**config.mk**
```make
export PLATFORM = sky130hd
export DESIGN_NAME = mem_1024x8_fifo_ctrl
export DESIGN_NICKNAME = d
export VERILOG_FILES = /design/src/rtl/mem_1024x8_fifo_ctrl_pkg.sv /design/src/rtl/mem_fifo_skid2.sv /design/src/rtl/mem_1024x8_fifo_ctrl.sv
export SDC_FILE = /design/constraint.sdc
export NUM_CORES = 1
export LEC_CHECK = 0
export ABC_CLOCK_PERIOD_IN_PS = 8100
export CORE_ASPECT_RATIO = 1.5
export CORE_UTILIZATION = 58
export CTS_BUF_LIST = sky130_fd_sc_hd__clkbuf_2 sky130_fd_sc_hd__clkbuf_4 sky130_fd_sc_hd__clkbuf_8
export DETAILED_ROUTE_END_ITERATION = 8
export PLACE_DENSITY = 0.95
export SLEW_MARGIN = 0
export SYNTH_ARGS = -nofsm -noshare
export SYNTH_HDL_FRONTEND = slang
export SYNTH_SLANG_ARGS = --single-unit
```
**constraint.sdc**
```tcl
create_clock -name clk -period 8.1 [get_ports clk]
set_input_delay 1.215 -clock clk [delete_from_list [all_inputs] [get_ports clk]]
set_output_delay 1.215 -clock clk [all_outputs]
set_load 0.03 [all_outputs]
```
**src/rtl/mem_1024x8_fifo_ctrl_pkg.sv**
```systemverilog
// Shared constants for the memory-backed FIFO controller and its output skid buffer.
package mem_1024x8_fifo_ctrl_pkg;

    localparam int unsigned AwDefault        = 10;
    localparam int unsigned DwDefault        = 8;
    localparam int unsigned SkidDepth        = 2;
    localparam int unsigned AlmostFullMargin = 4;

endpackage

```
**src/rtl/mem_fifo_skid2.sv**
```systemverilog
// Two-entry output buffer absorbing the one-cycle read latency of the attached memory.
module mem_fifo_skid2
    import mem_1024x8_fifo_ctrl_pkg::*;
#(
    parameter int unsigned DW = DwDefault
) (
    input  logic          clk_i,
    input  logic          reset_i,
    input  logic          clear_i,
    input  logic          wr_en_i,
    input  logic [DW-1:0] wr_data_i,
    input  logic          rd_en_i,
    output logic          valid_o,
    output logic [DW-1:0] data_o,
    output logic [1:0]    count_o
);

    logic [DW-1:0] entry_q [SkidDepth];
    logic          head_q, head_d;
    logic [1:0]    count_q, count_d;
    logic          wr_idx;

    // Caller never writes while full and never reads while empty.
    always_comb begin
        wr_idx  = head_q ^ count_q[0];
        head_d  = head_q;
        count_d = count_q;
        if (clear_i) begin
            head_d  = 1'b0;
            count_d = 2'd0;
        end else begin
            if (rd_en_i) begin
                head_d = ~head_q;
            end
            case ({wr_en_i, rd_en_i})
                2'b10:   count_d = count_q + 2'd1;
                2'b01:   count_d = count_q - 2'd1;
                default: count_d = count_q;
            endcase
        end
    end

    always_ff @(posedge clk_i or posedge reset_i) begin
        if (reset_i) begin
            head_q     <= 1'b0;
            count_q    <= 2'd0;
            entry_q[0] <= '0;
            entry_q[1] <= '0;
        end else begin
            head_q  <= head_d;
            count_q <= count_d;
            if (clear_i) begin
                entry_q[0] <= '0;
                entry_q[1] <= '0;
            end else if (wr_en_i) begin
                entry_q[wr_idx] <= wr_data_i;
            end
        end
    end

    assign valid_o = (count_q != 2'd0);
    assign data_o  = entry_q[head_q];
    assign count_o = count_q;

endmodule

```
**src/rtl/mem_1024x8_fifo_ctrl.sv**
```systemverilog
// FIFO controller around an external dual-port memory with a registered-read port.
// Optional MEM_FIFO_CTRL_LEVEL_EN adds the level and almost_full outputs.
module mem_1024x8_fifo_ctrl
    import mem_1024x8_fifo_ctrl_pkg::*;
#(
    parameter int unsigned AW = AwDefault,
    parameter int unsigned DW = DwDefault
) (
    input  logic          clk,
    input  logic          reset,
    input  logic          flush,
    input  logic          push_valid,
    output logic          push_ready,
    input  logic [DW-1:0] push_data,
    output logic          pop_valid,
    input  logic          pop_ready,
    output logic [DW-1:0] pop_data,
    output logic [AW-1:0] memory_waddr,
    output logic [DW-1:0] memory_data_in,
    output logic          memory_wen,
    output logic [AW-1:0] memory_raddr,
    output logic          memory_ren,
`ifdef MEM_FIFO_CTRL_LEVEL_EN
    output logic [AW:0]   level,
    output logic          almost_full,
`endif
    input  logic [DW-1:0] memory_data_out
);

    logic [AW-1:0] wptr_q, wptr_d;
    logic [AW-1:0] rptr_q, rptr_d;
    logic [AW:0]   mem_count_q, mem_count_d;
    logic          rd_inflight_q, rd_inflight_d;
    logic          push_fire, pop_fire, rd_issue;
    logic [1:0]    skid_count;
    logic [2:0]    skid_occ;

    // A read is only issued if its data is guaranteed a slot in the skid buffer.
    always_comb begin
        push_ready = ~mem_count_q[AW] & ~flush;
        push_fire  = push_valid & push_ready;
        pop_fire   = pop_valid & pop_ready;
        skid_occ   = {1'b0, skid_count} + {2'b00, rd_inflight_q};
        rd_issue   = (mem_count_q != '0) & ~flush &
                     (skid_occ < (3'(SkidDepth) + {2'b00, pop_fire}));
    end

    always_comb begin
        wptr_d        = wptr_q;
        rptr_d        = rptr_q;
        mem_count_d   = mem_count_q;
        rd_inflight_d = rd_issue;
        if (flush) begin
            wptr_d      = '0;
            rptr_d      = '0;
            mem_count_d = '0;
        end else begin
            if (push_fire) begin
                wptr_d = wptr_q + AW'(1);
            end
            if (rd_issue) begin
                rptr_d = rptr_q + AW'(1);
            end
            if (push_fire && !rd_issue) begin
                mem_count_d = mem_count_q + (AW+1)'(1);
            end else if (!push_fire && rd_issue) begin
                mem_count_d = mem_count_q - (AW+1)'(1);
            end
        end
    end

    always_ff @(posedge clk or posedge reset) begin
        if (reset) begin
            wptr_q        <= '0;
            rptr_q        <= '0;
            mem_count_q   <= '0;
            rd_inflight_q <= 1'b0;
        end else begin
            wptr_q        <= wptr_d;
            rptr_q        <= rptr_d;
            mem_count_q   <= mem_count_d;
            rd_inflight_q <= rd_inflight_d;
        end
    end

    assign memory_wen     = push_fire;
    assign memory_waddr   = wptr_q;
    assign memory_data_in = push_data;
    assign memory_ren     = rd_issue;
    assign memory_raddr   = rptr_q;

    // Flush drops the returning read data by clearing instead of capturing.
    mem_fifo_skid2 #(
        .DW(DW)
    ) u_skid (
        .clk_i    (clk),
        .reset_i  (reset),
        .clear_i  (flush),
        .wr_en_i  (rd_inflight_q),
        .wr_data_i(memory_data_out),
        .rd_en_i  (pop_fire),
        .valid_o  (pop_valid),
        .data_o   (pop_data),
        .count_o  (skid_count)
    );

`ifdef MEM_FIFO_CTRL_LEVEL_EN
    localparam logic [AW:0] AfThresh = (AW+1)'((1 << AW) - AlmostFullMargin);

    logic [AW:0] level_q, level_d;

    // Entries only enter by push and leave by pop, so the total tracks those two events.
    always_comb begin
        level_d = level_q;
        if (flush) begin
            level_d = '0;
        end else begin
            case ({push_fire, pop_fire})
                2'b10:   level_d = level_q + (AW+1)'(1);
                2'b01:   level_d = level_q - (AW+1)'(1);
                default: level_d = level_q;
            endcase
        end
    end

    always_ff @(posedge clk or posedge reset) begin
        if (reset) begin
            level_q <= '0;
        end else begin
            level_q <= level_d;
        end
    end

    assign level       = level_q;
    assign almost_full = (mem_count_q >= AfThresh);
`endif

endmodule

```
==> results of run 1 <==
[cell families after synthesis]
group / after synthesis / share of synthesized area
muxes: 37 / 0.136
xor gates and xnor gates: 17 / 0.0531
and+or+nand+nor: 111 / 0.186
DFF: 51 / 0.417
buffers and inverters: 24 / 0.0441
adders and majority gates: 15 / 0.0638
AOI/OAI and AO/OA: 44 / 0.101
[final cells by class]
class | count | area, um^2
Fill cell | 387 | 1530
Clock inverter | 3 | 43.8
Multi-Input combinational cell | 224 | 1650
Timing Repair Buffer | 45 | 448
Clock buffer | 5 | 68.8
Sequential cell | 51 | 1280
Tap cell | 68 | 85.1
Inverter | 7 | 26.3
[power by group through the flow]
| stage | Combinational (mW) | Clock [mW] | Sequential, mW |
|---|---|---|---|
| final | 0.514 | 0.179 | 0.359 |
| after global routing | 0.561 | 0.190 | 0.365 |
| after CTS | 0.514 | 0.180 | 0.358 |
| after detailed placement | 0.511 | 0 | 0.362 |
| after global placement | 0.497 | 0 | 0.357 |
| after floorplan | 0.394 | 0 | 0.355 |
[state kept, by name, indices dropped and copies added (netlist names)]
| name | count |
|---|---|
| memory_waddr | 10 |
| u_skid.count_o | 2 |
| memory_raddr | 10 |
| u_skid.entry_q | 16 |
| u_skid.head_q | 1 |
| rd_inflight_q | 1 |
| mem_count_q | 11 |
[metrics by stage]
stage                      util  worst slack (ps)  hold slack, ps  instance area, um^2  total power, mW
after floorplan               -              3750             484                 3060            0.749
after global placement    0.680              2880             467                 3490            0.854
after detailed placement  0.680              2850             474                 3490            0.873
after CTS                 0.702              2820             492                 3600             1.05
after global routing      0.702              2660             530                 3600             1.12
final                     0.702              2810             492                 3600             1.05
[Yosys cell counts, types with 8 or more instances]
library cell / count
sky130_fd_sc_hd__dfrtp_1: 51
sky130_fd_sc_hd__nor2_1: 40
sky130_fd_sc_hd__mux2i_1: 21
sky130_fd_sc_hd__nand2_1: 16
sky130_fd_sc_hd__ha_1: 14
sky130_fd_sc_hd__o21ai_0: 11
sky130_fd_sc_hd__xor2_1: 11
sky130_fd_sc_hd__a21oi_1: 10
sky130_fd_sc_hd__mux2_2: 9
sky130_fd_sc_hd__nand3_1: 9
sky130_fd_sc_hd__buf_4: 8
[final timing paths]
check	startpoint	end
max	flush	memory_ren
min	memory_raddr[9]	memory_raddr[9]
max reg2reg	rd_inflight_q	mem_count_q[10]
min reg2reg	memory_raddr[9]	memory_raddr[9]
max in group asynchronous	reset	memory_raddr[2]
min in group asynchronous	reset	u_skid.entry_q[7]
[placed cells by master (no fill, tap or decap), types with 3 or more instances in the layout]
cell                              count
sky130_fd_sc_hd__clkbuf_8             5
sky130_fd_sc_hd__and3_1               5
sky130_fd_sc_hd__and4_1               3
sky130_fd_sc_hd__nand2_1             16
sky130_fd_sc_hd__nor4_1               3
sky130_fd_sc_hd__a21o_1               4
sky130_fd_sc_hd__ha_1                14
sky130_fd_sc_hd__inv_1                5
sky130_fd_sc_hd__xnor2_1              5
sky130_fd_sc_hd__nand3_1              9
sky130_fd_sc_hd__nor2b_1              7
sky130_fd_sc_hd__nor3_1               4
sky130_fd_sc_hd__o21ai_0             11
sky130_fd_sc_hd__or3_1                3
sky130_fd_sc_hd__o211ai_1             3
sky130_fd_sc_hd__mux2_2               9
sky130_fd_sc_hd__a21oi_1             10
sky130_fd_sc_hd__nor2_1              40
sky130_fd_sc_hd__xor2_1              11
sky130_fd_sc_hd__nand2b_1             3
sky130_fd_sc_hd__mux2_4               7
sky130_fd_sc_hd__dfrtp_1             51
sky130_fd_sc_hd__nand4_1              7
sky130_fd_sc_hd__mux2i_1             21
sky130_fd_sc_hd__clkdlybuf4s50_1     44
[metal layers]
metal | share of wire | GRT usage | vias up | wire, um
li1 | - | - | 1136 | -
met1 | 0.40 | 0.311 | 1189 | 2780
met2 | 0.55 | 0.480 | 62 | 3820
met3 | 0.031 | 0.0313 | 12 | 213
met4 | 0.020 | 0.0852 | 0 | 136
met5 | 0 | 0 | - | 0
==> metrics.json, run 1 <==
{
  "run_status": {"value": "completed"},
  "slew_headroom": {"value": 0.324},
  "critical_path.max_stage_delay": {"value": 880, "unit": "ps"},
  "kind_of_end_point_of_the_critical_path": {"value": "primary output"},
  "max_cap_violations": {"value": 0},
  "clock_tree.buffer_depth": {"value": 2},
  "diode_insertion_count_for_antenna_repair": {"value": 0},
  "critical_path.slowest_cell": {"value": "sky130_fd_sc_hd__clkdlybuf4s50_1"},
  "antenna_found_initial": {"value": 0},
  "gp_routability_congestion": {"value": 0.925},
  "sw_frac_of_total": {"value": 0.399},
  "synth_cell_types": {"value": 52},
  "placed_cells_incl_taps": {"value": 395},
  "routed_wl": {"value": 6.96, "unit": "mm"},
  "stdcell_count": {"value": 403},
  "grt_pass1_vias": {"value": 2346},
  "core_area": {"value": 5120, "unit": "um^2"},
  "synth.yosys.seq_area_share": {"value": 0.417},
  "power.density_cell_area": {"value": 292, "unit": "nW/um^2"},
  "reg2reg_slack": {"value": 4200, "unit": "ps"},
  "largest_area_contributor_in_the_synthesized_netlist": {"value": "sky130_fd_sc_hd__dfrtp_1"},
  "critical_path.top_delay_family": {"value": "buffers and inverters"},
  "dr_total_vias": {"value": 2399},
  "mappedNetlistArea": {"value": 3060, "unit": "um^2"},
  "clk_pin_slew": {"value": 90, "unit": "ps"},
  "setup_total_negative_slack": {"value": 0, "unit": "ps"},
  "std_cell_rows": {"value": 32},
  "numClockSinks": {"value": 51},
  "detail_route.first_pass.iterations": {"value": 4},
  "cts_buf_count": {"value": 5},
  "path_max_fanout": {"value": 24},
  "power.sequential.fraction": {"value": 0.341},
  "ff_latch_count_synth": {"value": 51},
  "crit_buf_inv": {"value": 3},
  "clk-insertion-delay-late": {"value": 310, "unit": "ps"},
  "drt-vias-per-instance": {"value": 5.95},
  "worstPathCellList": {"value": "clkdlybuf4s50_1 -> a311oi_4 -> nand2_1 -> inv_2 -> clkdlybuf4s50_1"},
  "post_route_cells_drive_above_1_share": {"value": 0.0955},
  "die_w": {"value": 61.3, "unit": "um"},
  "timing.clock.skew": {"value": 5.57, "unit": "ps"},
  "netlist.area_leader.share": {"value": 0.417},
  "setup_viol": {"value": 0},
  "synth_enable_flop_cells": {"value": 0},
  "hpwlAfterDp": {"value": 5.12, "unit": "mm"},
  "ys_top_cells_by_area": {"value": "sky130_fd_sc_hd__dfrtp_1 (42%), sky130_fd_sc_hd__mux2i_1 (6.9%), sky130_fd_sc_hd__ha_1 (5.7%), sky130_fd_sc_hd__nor2_1 (4.9%), sky130_fd_sc_hd__mux2_4 (3.4%)"},
  "ir_worst_vdd": {"value": 0.153, "unit": "mV"},
  "p_int": {"value": 632, "unit": "uW"},
  "worstSetupPathDepth": {"value": 5},
  "cts_hold_repair.buffers": {"value": 0},
  "syn_avg_cell_area": {"value": 10.2, "unit": "um^2"},
  "p_comb_frac": {"value": 0.488},
  "die_height": {"value": 91.0, "unit": "um"},
  "power.share.clock": {"value": 0.170},
  "unrepaired_setup_endpoints_after_global_routing": {"value": "false"},
  "drc_errors": {"value": 0},
  "synth.yosys.warnings": {"value": 0},
  "cp-start-kind": {"value": "input port"},
  "worst_pin_slew": {"value": 1010, "unit": "ps"},
  "flow.area_growth_from_synthesis": {"value": 17.5, "unit": "%"},
  "required": {"value": 6880, "unit": "ps"},
  "whs_path_depth": {"value": 1},
  "port-buffer-count": {"value": 44},
  "initial_utilization": {"value": 0.597},
  "cts_tree": {"value": "done"},
  "postCtsSetupRepairBufs": {"value": 0},
  "cts_resized": {"value": 0},
  "cts_htree_levels": {"value": 2},
  "path_class": {"value": "in2out"},
  "ioPinCount": {"value": 61},
  "hold_violations": {"value": 0},
  "reg2regPathDepth": {"value": 11},
  "netlist_instances": {"value": 299},
  "wire_per_inst": {"value": 17.3, "unit": "um"},
  "grt.overflow.total": {"value": 0},
  "synth_nets": {"value": 335},
  "dieArea": {"value": 5580, "unit": "um^2"},
  "switching_power": {"value": 419, "unit": "uW"},
  "async_set_or_reset_flop_fraction_in_the_synthesized_netlist": {"value": 1.00},
  "grtUsageTotal": {"value": 0.266},
  "cellLeakagePower": {"value": 1.70, "unit": "nW"},
  "share_of_the_clock_period_used_by_the_worst_path_after_layout": {"value": 0.653},
  "grt_start_max_net_pins": {"value": 52},
  "drt_first_iter_violations": {"value": 99},
  "ys_dominant_reg_cell": {"value": "sky130_fd_sc_hd__dfrtp_1"},
  "final_max_slew_viol_count": {"value": 0},
  "ant_nets": {"value": 0},
  "arrival": {"value": 4070, "unit": "ps"},
  "clockRootBuffer": {"value": "sky130_fd_sc_hd__clkbuf_8"},
  "fin_crit": {"value": 5290, "unit": "ps"},
  "post_layout_nets": {"value": 370},
  "max_freq": {"value": 0.189, "unit": "GHz"},
  "path_common_cell": {"value": "sky130_fd_sc_hd__clkdlybuf4s50_1"},
  "holdCritPathClass": {"value": "reg2reg"},
  "grt_pass1_wl": {"value": 11.0, "unit": "mm"}
}
Power figures use the tool's default switching activity.
==> inputs of run 2 (changes only) <==
--- a/config.mk
+++ b/config.mk
@@ -5,12 +5,12 @@
 export SDC_FILE = /design/constraint.sdc
 export NUM_CORES = 1
 export LEC_CHECK = 0
-export ABC_CLOCK_PERIOD_IN_PS = 8100
+export ABC_CLOCK_PERIOD_IN_PS = 5500
 export CORE_ASPECT_RATIO = 1.5
-export CORE_UTILIZATION = 58
+export CORE_UTILIZATION = 54
 export CTS_BUF_LIST = sky130_fd_sc_hd__clkbuf_2 sky130_fd_sc_hd__clkbuf_4 sky130_fd_sc_hd__clkbuf_8
 export DETAILED_ROUTE_END_ITERATION = 8
-export PLACE_DENSITY = 0.95
+export PLACE_DENSITY = 0.9
 export SLEW_MARGIN = 0
 export SYNTH_ARGS = -nofsm -noshare
 export SYNTH_HDL_FRONTEND = slang
==> constraint.sdc (replaced) <==
create_clock -name clk -period 5.5 [get_ports clk]
set_input_delay 0.825 -clock clk [delete_from_list [all_inputs] [get_ports clk]]
set_output_delay 0.825 -clock clk [all_outputs]
set_load 0.03 [all_outputs]
==> run 2 against run 1 <==
  * First-iteration DRC count up 63%
  * Count of clock-buffer cells in the layout unchanged
  * Sequential power up 45%
  * Combinational power up 47%
  * Sequential cell count unchanged
  * Via count down 0.38%
  * Utilization down 4.1 points
  * Design area up 0.10%
  * Clock power up 40%
  * Worst setup slack worse by 1500 ps
  * Worst hold slack better by 12 ps
  * Sequential share of layout area about the same
  * Critical path type is now in2reg
  * Largest cell class unchanged
  * Largest power group unchanged
==> metrics.json, run 2 (synthesized netlist as in run 1, its figures left out) <==
{
  "run_status": {"value": "completed"},
  "critical_path.slowest_cell": {"value": "sky130_fd_sc_hd__clkdlybuf4s50_1"},
  "setup_viol": {"value": 0, "change": "unchanged"},
  "reg.largest.list": {"value": "u_skid.entry_q x16, mem_count_q x11"},
  "final.fill_count": {"value": 434, "change": "+12%"},
  "post_layout_nets": {"value": 371, "change": "+0.27%"},
  "cts_hold_repair.buffers": {"value": 0, "change": "unchanged"},
  "cts_buf_count": {"value": 5, "change": "unchanged"},
  "setup_total_negative_slack": {"value": 0, "unit": "ps", "change": "unchanged"},
  "cts_resized": {"value": 0, "change": "unchanged"},
  "sw_frac_of_total": {"value": 0.392, "change": "-0.00678"},
  "critical_path.top_delay_family": {"value": "compound AO/OA/AOI/OAI gates"},
  "cp-start-kind": {"value": "input port"},
  "grt_pass1_wl": {"value": 10.6, "unit": "mm", "change": "-3.9%"},
  "power.density_cell_area": {"value": 425, "unit": "nW/um^2", "change": "+45%"},
  "worst_pin_slew": {"value": 1000, "unit": "ps", "change": "-11.6 ps"},
  "die_height": {"value": 94.2, "unit": "um", "change": "+3.6%"},
  "max_freq": {"value": 0.237, "unit": "GHz"},
  "crit_buf_inv": {"value": 2, "change": "-1"},
  "kind_of_end_point_of_the_critical_path": {"value": "flip-flop"},
  "required": {"value": 5670, "unit": "ps", "change": "-1210 ps"},
  "multi_input_comb_area": {"value": 1650, "unit": "um^2", "change": "unchanged"},
  "holdCritPathClass": {"value": "reg2reg"},
  "routed_wl": {"value": 6.56, "unit": "mm", "change": "-5.7%"},
  "drc_errors": {"value": 0, "change": "unchanged"},
  "critical_path.max_stage_delay": {"value": 560, "unit": "ps", "change": "-320 ps"},
  "timing.clock.skew": {"value": 7.37, "unit": "ps", "change": "+1.80 ps"},
  "flow.area_growth_from_synthesis": {"value": 17.7, "unit": "%"},
  "std_cell_rows": {"value": 33, "change": "+3.1%"},
  "grt_pass1_vias": {"value": 2242, "change": "-4.4%"},
  "post_route_cells_drive_above_1_share": {"value": 0.0955, "change": "unchanged"},
  "share_of_the_clock_period_used_by_the_worst_path_after_layout": {"value": 0.766},
  "clk-insertion-delay-late": {"value": 300, "unit": "ps", "change": "about the same"},
  "cts_htree_levels": {"value": 2, "change": "unchanged"},
  "initial_utilization": {"value": 0.562, "change": "-0.0357"},
  "wire_per_inst": {"value": 16.2, "unit": "um", "change": "-6.2%"},
  "drt_first_iter_violations": {"value": 161, "change": "+63%"},
  "ant_nets": {"value": 0, "change": "unchanged"},
  "p_int": {"value": 930, "unit": "uW", "change": "+47%"},
  "p_comb_frac": {"value": 0.495, "change": "+0.007"},
  "detail_route.first_pass.iterations": {"value": 4, "change": "unchanged"},
  "path_class": {"value": "in2reg"},
  "register_area": {"value": 1280, "unit": "um^2", "change": "unchanged"},
  "cellLeakagePower": {"value": 1.70, "unit": "nW", "change": "-0.18%"},
  "hold_ws": {"value": 503, "unit": "ps", "change": "+11.7 ps"},
  "layout.cells.most_common": {"value": "sky130_fd_sc_hd__dfrtp_1"},
  "max_reg_flops": {"value": 16, "change": "unchanged"},
  "gp_routability_congestion": {"value": 0.918, "change": "-0.68%"},
  "switching_power": {"value": 600, "unit": "uW", "change": "+43%"},
  "stdcell_count": {"value": 405, "change": "+0.50%"},
  "unrepaired_setup_endpoints_after_global_routing": {"value": "false"},
  "worstPathCellList": {"value": "clkdlybuf4s50_1 -> buf_4 -> a311oi_4 -> nand2_1 -> nand2_1 -> ha_1 -> a21o_1 -> a221oi_1 -> o21ai_0 -> a2111oi_0 -> nor4_1"},
  "diode_insertion_count_for_antenna_repair": {"value": 0, "change": "unchanged"},
  "grtUsageTotal": {"value": 0.227, "change": "-0.0384"},
  "path_max_fanout": {"value": 18, "change": "-25%"},
  "numClockSinks": {"value": 51, "change": "unchanged"},
  "fin_crit": {"value": 4210, "unit": "ps"},
  "power.share.clock": {"value": 0.164, "change": "-0.006"},
  "largest-register": {"value": "u_skid.entry_q"},
  "die_w": {"value": 63.5, "unit": "um", "change": "+3.5%"},
  "arrival": {"value": 4380, "unit": "ps", "change": "+310 ps"},
  "highest_count_cells_in_the_layout_ignoring_fill_and_taps": {"value": "sky130_fd_sc_hd__dfrtp_1 (51), sky130_fd_sc_hd__clkdlybuf4s50_1 (44), sky130_fd_sc_hd__nor2_1 (40)"},
  "dieArea": {"value": 5980, "unit": "um^2", "change": "+7.2%"},
  "clockRootBuffer": {"value": "sky130_fd_sc_hd__clkbuf_8"},
  "drt-vias-per-instance": {"value": 5.90, "change": "-0.87%"},
  "ir_worst_vdd": {"value": 0.207, "unit": "mV", "change": "+36%"},
  "clock_tree.buffer_depth": {"value": 2, "change": "unchanged"},
  "placed_cells_incl_taps": {"value": 398, "change": "+0.76%"},
  "hpwlAfterDp": {"value": 4.82, "unit": "mm", "change": "-5.8%"},
  "hold_violations": {"value": 0, "change": "unchanged"},
  "ioPinCount": {"value": 61, "change": "unchanged"},
  "port-buffer-count": {"value": 44, "change": "unchanged"},
  "grt.overflow.total": {"value": 0, "change": "unchanged"},
  "antenna_found_initial": {"value": 0, "change": "unchanged"},
  "core_area": {"value": 5450, "unit": "um^2", "change": "+6.3%"},
  "grt_start_max_net_pins": {"value": 52, "change": "unchanged"},
  "final_max_slew_viol_count": {"value": 0, "change": "unchanged"},
  "max_cap_violations": {"value": 0, "change": "unchanged"},
  "power.sequential.fraction": {"value": 0.341, "change": "about the same"},
  "path_common_cell": {"value": "sky130_fd_sc_hd__nand2_1"},
  "postCtsSetupRepairBufs": {"value": 0, "change": "unchanged"},
  "clk_pin_slew": {"value": 90, "unit": "ps", "change": "about the same"},
  "final_core_util": {"value": 0.661, "change": "-0.0412"},
  "dr_total_vias": {"value": 2390, "change": "-0.38%"},
  "cts_tree": {"value": "done"},
  "slew_headroom": {"value": 0.331, "change": "+0.00773"}
}
## run 2: per-stage QoR
step           setup WS [ps]  total power [mW]  area, um^2
6_report                1290              1.53        3600
3_5_place_dp            1040              1.28        3500
4_1_cts                 1340              1.53        3600
2_1_floorplan           1540              1.10        3060
5_1_grt                  894              1.63        3600
3_3_place_gp            1160              1.25        3500
## run 2: worst paths after layout
check	from	end	slack, ps	cells past startpoint
worst max-delay path	flush	mem_count_q[10]	1290	11
worst min-delay path	memory_raddr[9]	memory_raddr[9]	500	1
worst max register to register	rd_inflight_q	mem_count_q[10]	1720	11
worst min register to register	memory_raddr[9]	memory_raddr[9]	500	1
max in group asynchronous	reset	mem_count_q[9]	3790	2
min in group asynchronous	reset	u_skid.entry_q[0]	1070	2
## run 2: routing by layer
| metal | vias up | routed length, um | GRT usage | part of all wire |
|---|---|---|---|---|
| li1 | 1138 | - | - | - |
| met1 | 1176 | 2730 | 0.281 | 0.42 |
| met2 | 65 | 3520 | 0.413 | 0.54 |
| met3 | 11 | 220 | 0.0218 | 0.034 |
| met4 | 0 | 91 | 0.0663 | 0.014 |
| met5 | - | 0 | 0 | 0 |
## run 2: cell type report
| type | instances | area share |
|---|---|---|
| multi-input cells | 224 | 0.458 |
| inverters | 7 | 0.00729 |
| repair buffers | 46 | 0.126 |
| clock inverters | 2 | 0.0104 |
| well taps | 70 | 0.0243 |
| clock buffers | 5 | 0.0191 |
| flip-flops and latches | 51 | 0.354 |
## run 2: power groups by stage
stage	Clock, mW	Combinational (mW)	Sequential [mW]
floorplan	0	0.580	0.523
global placement	0	0.730	0.524
detailed placement	0	0.749	0.527
CTS	0.257	0.754	0.520
global route	0.272	0.824	0.531
finish	0.250	0.758	0.522
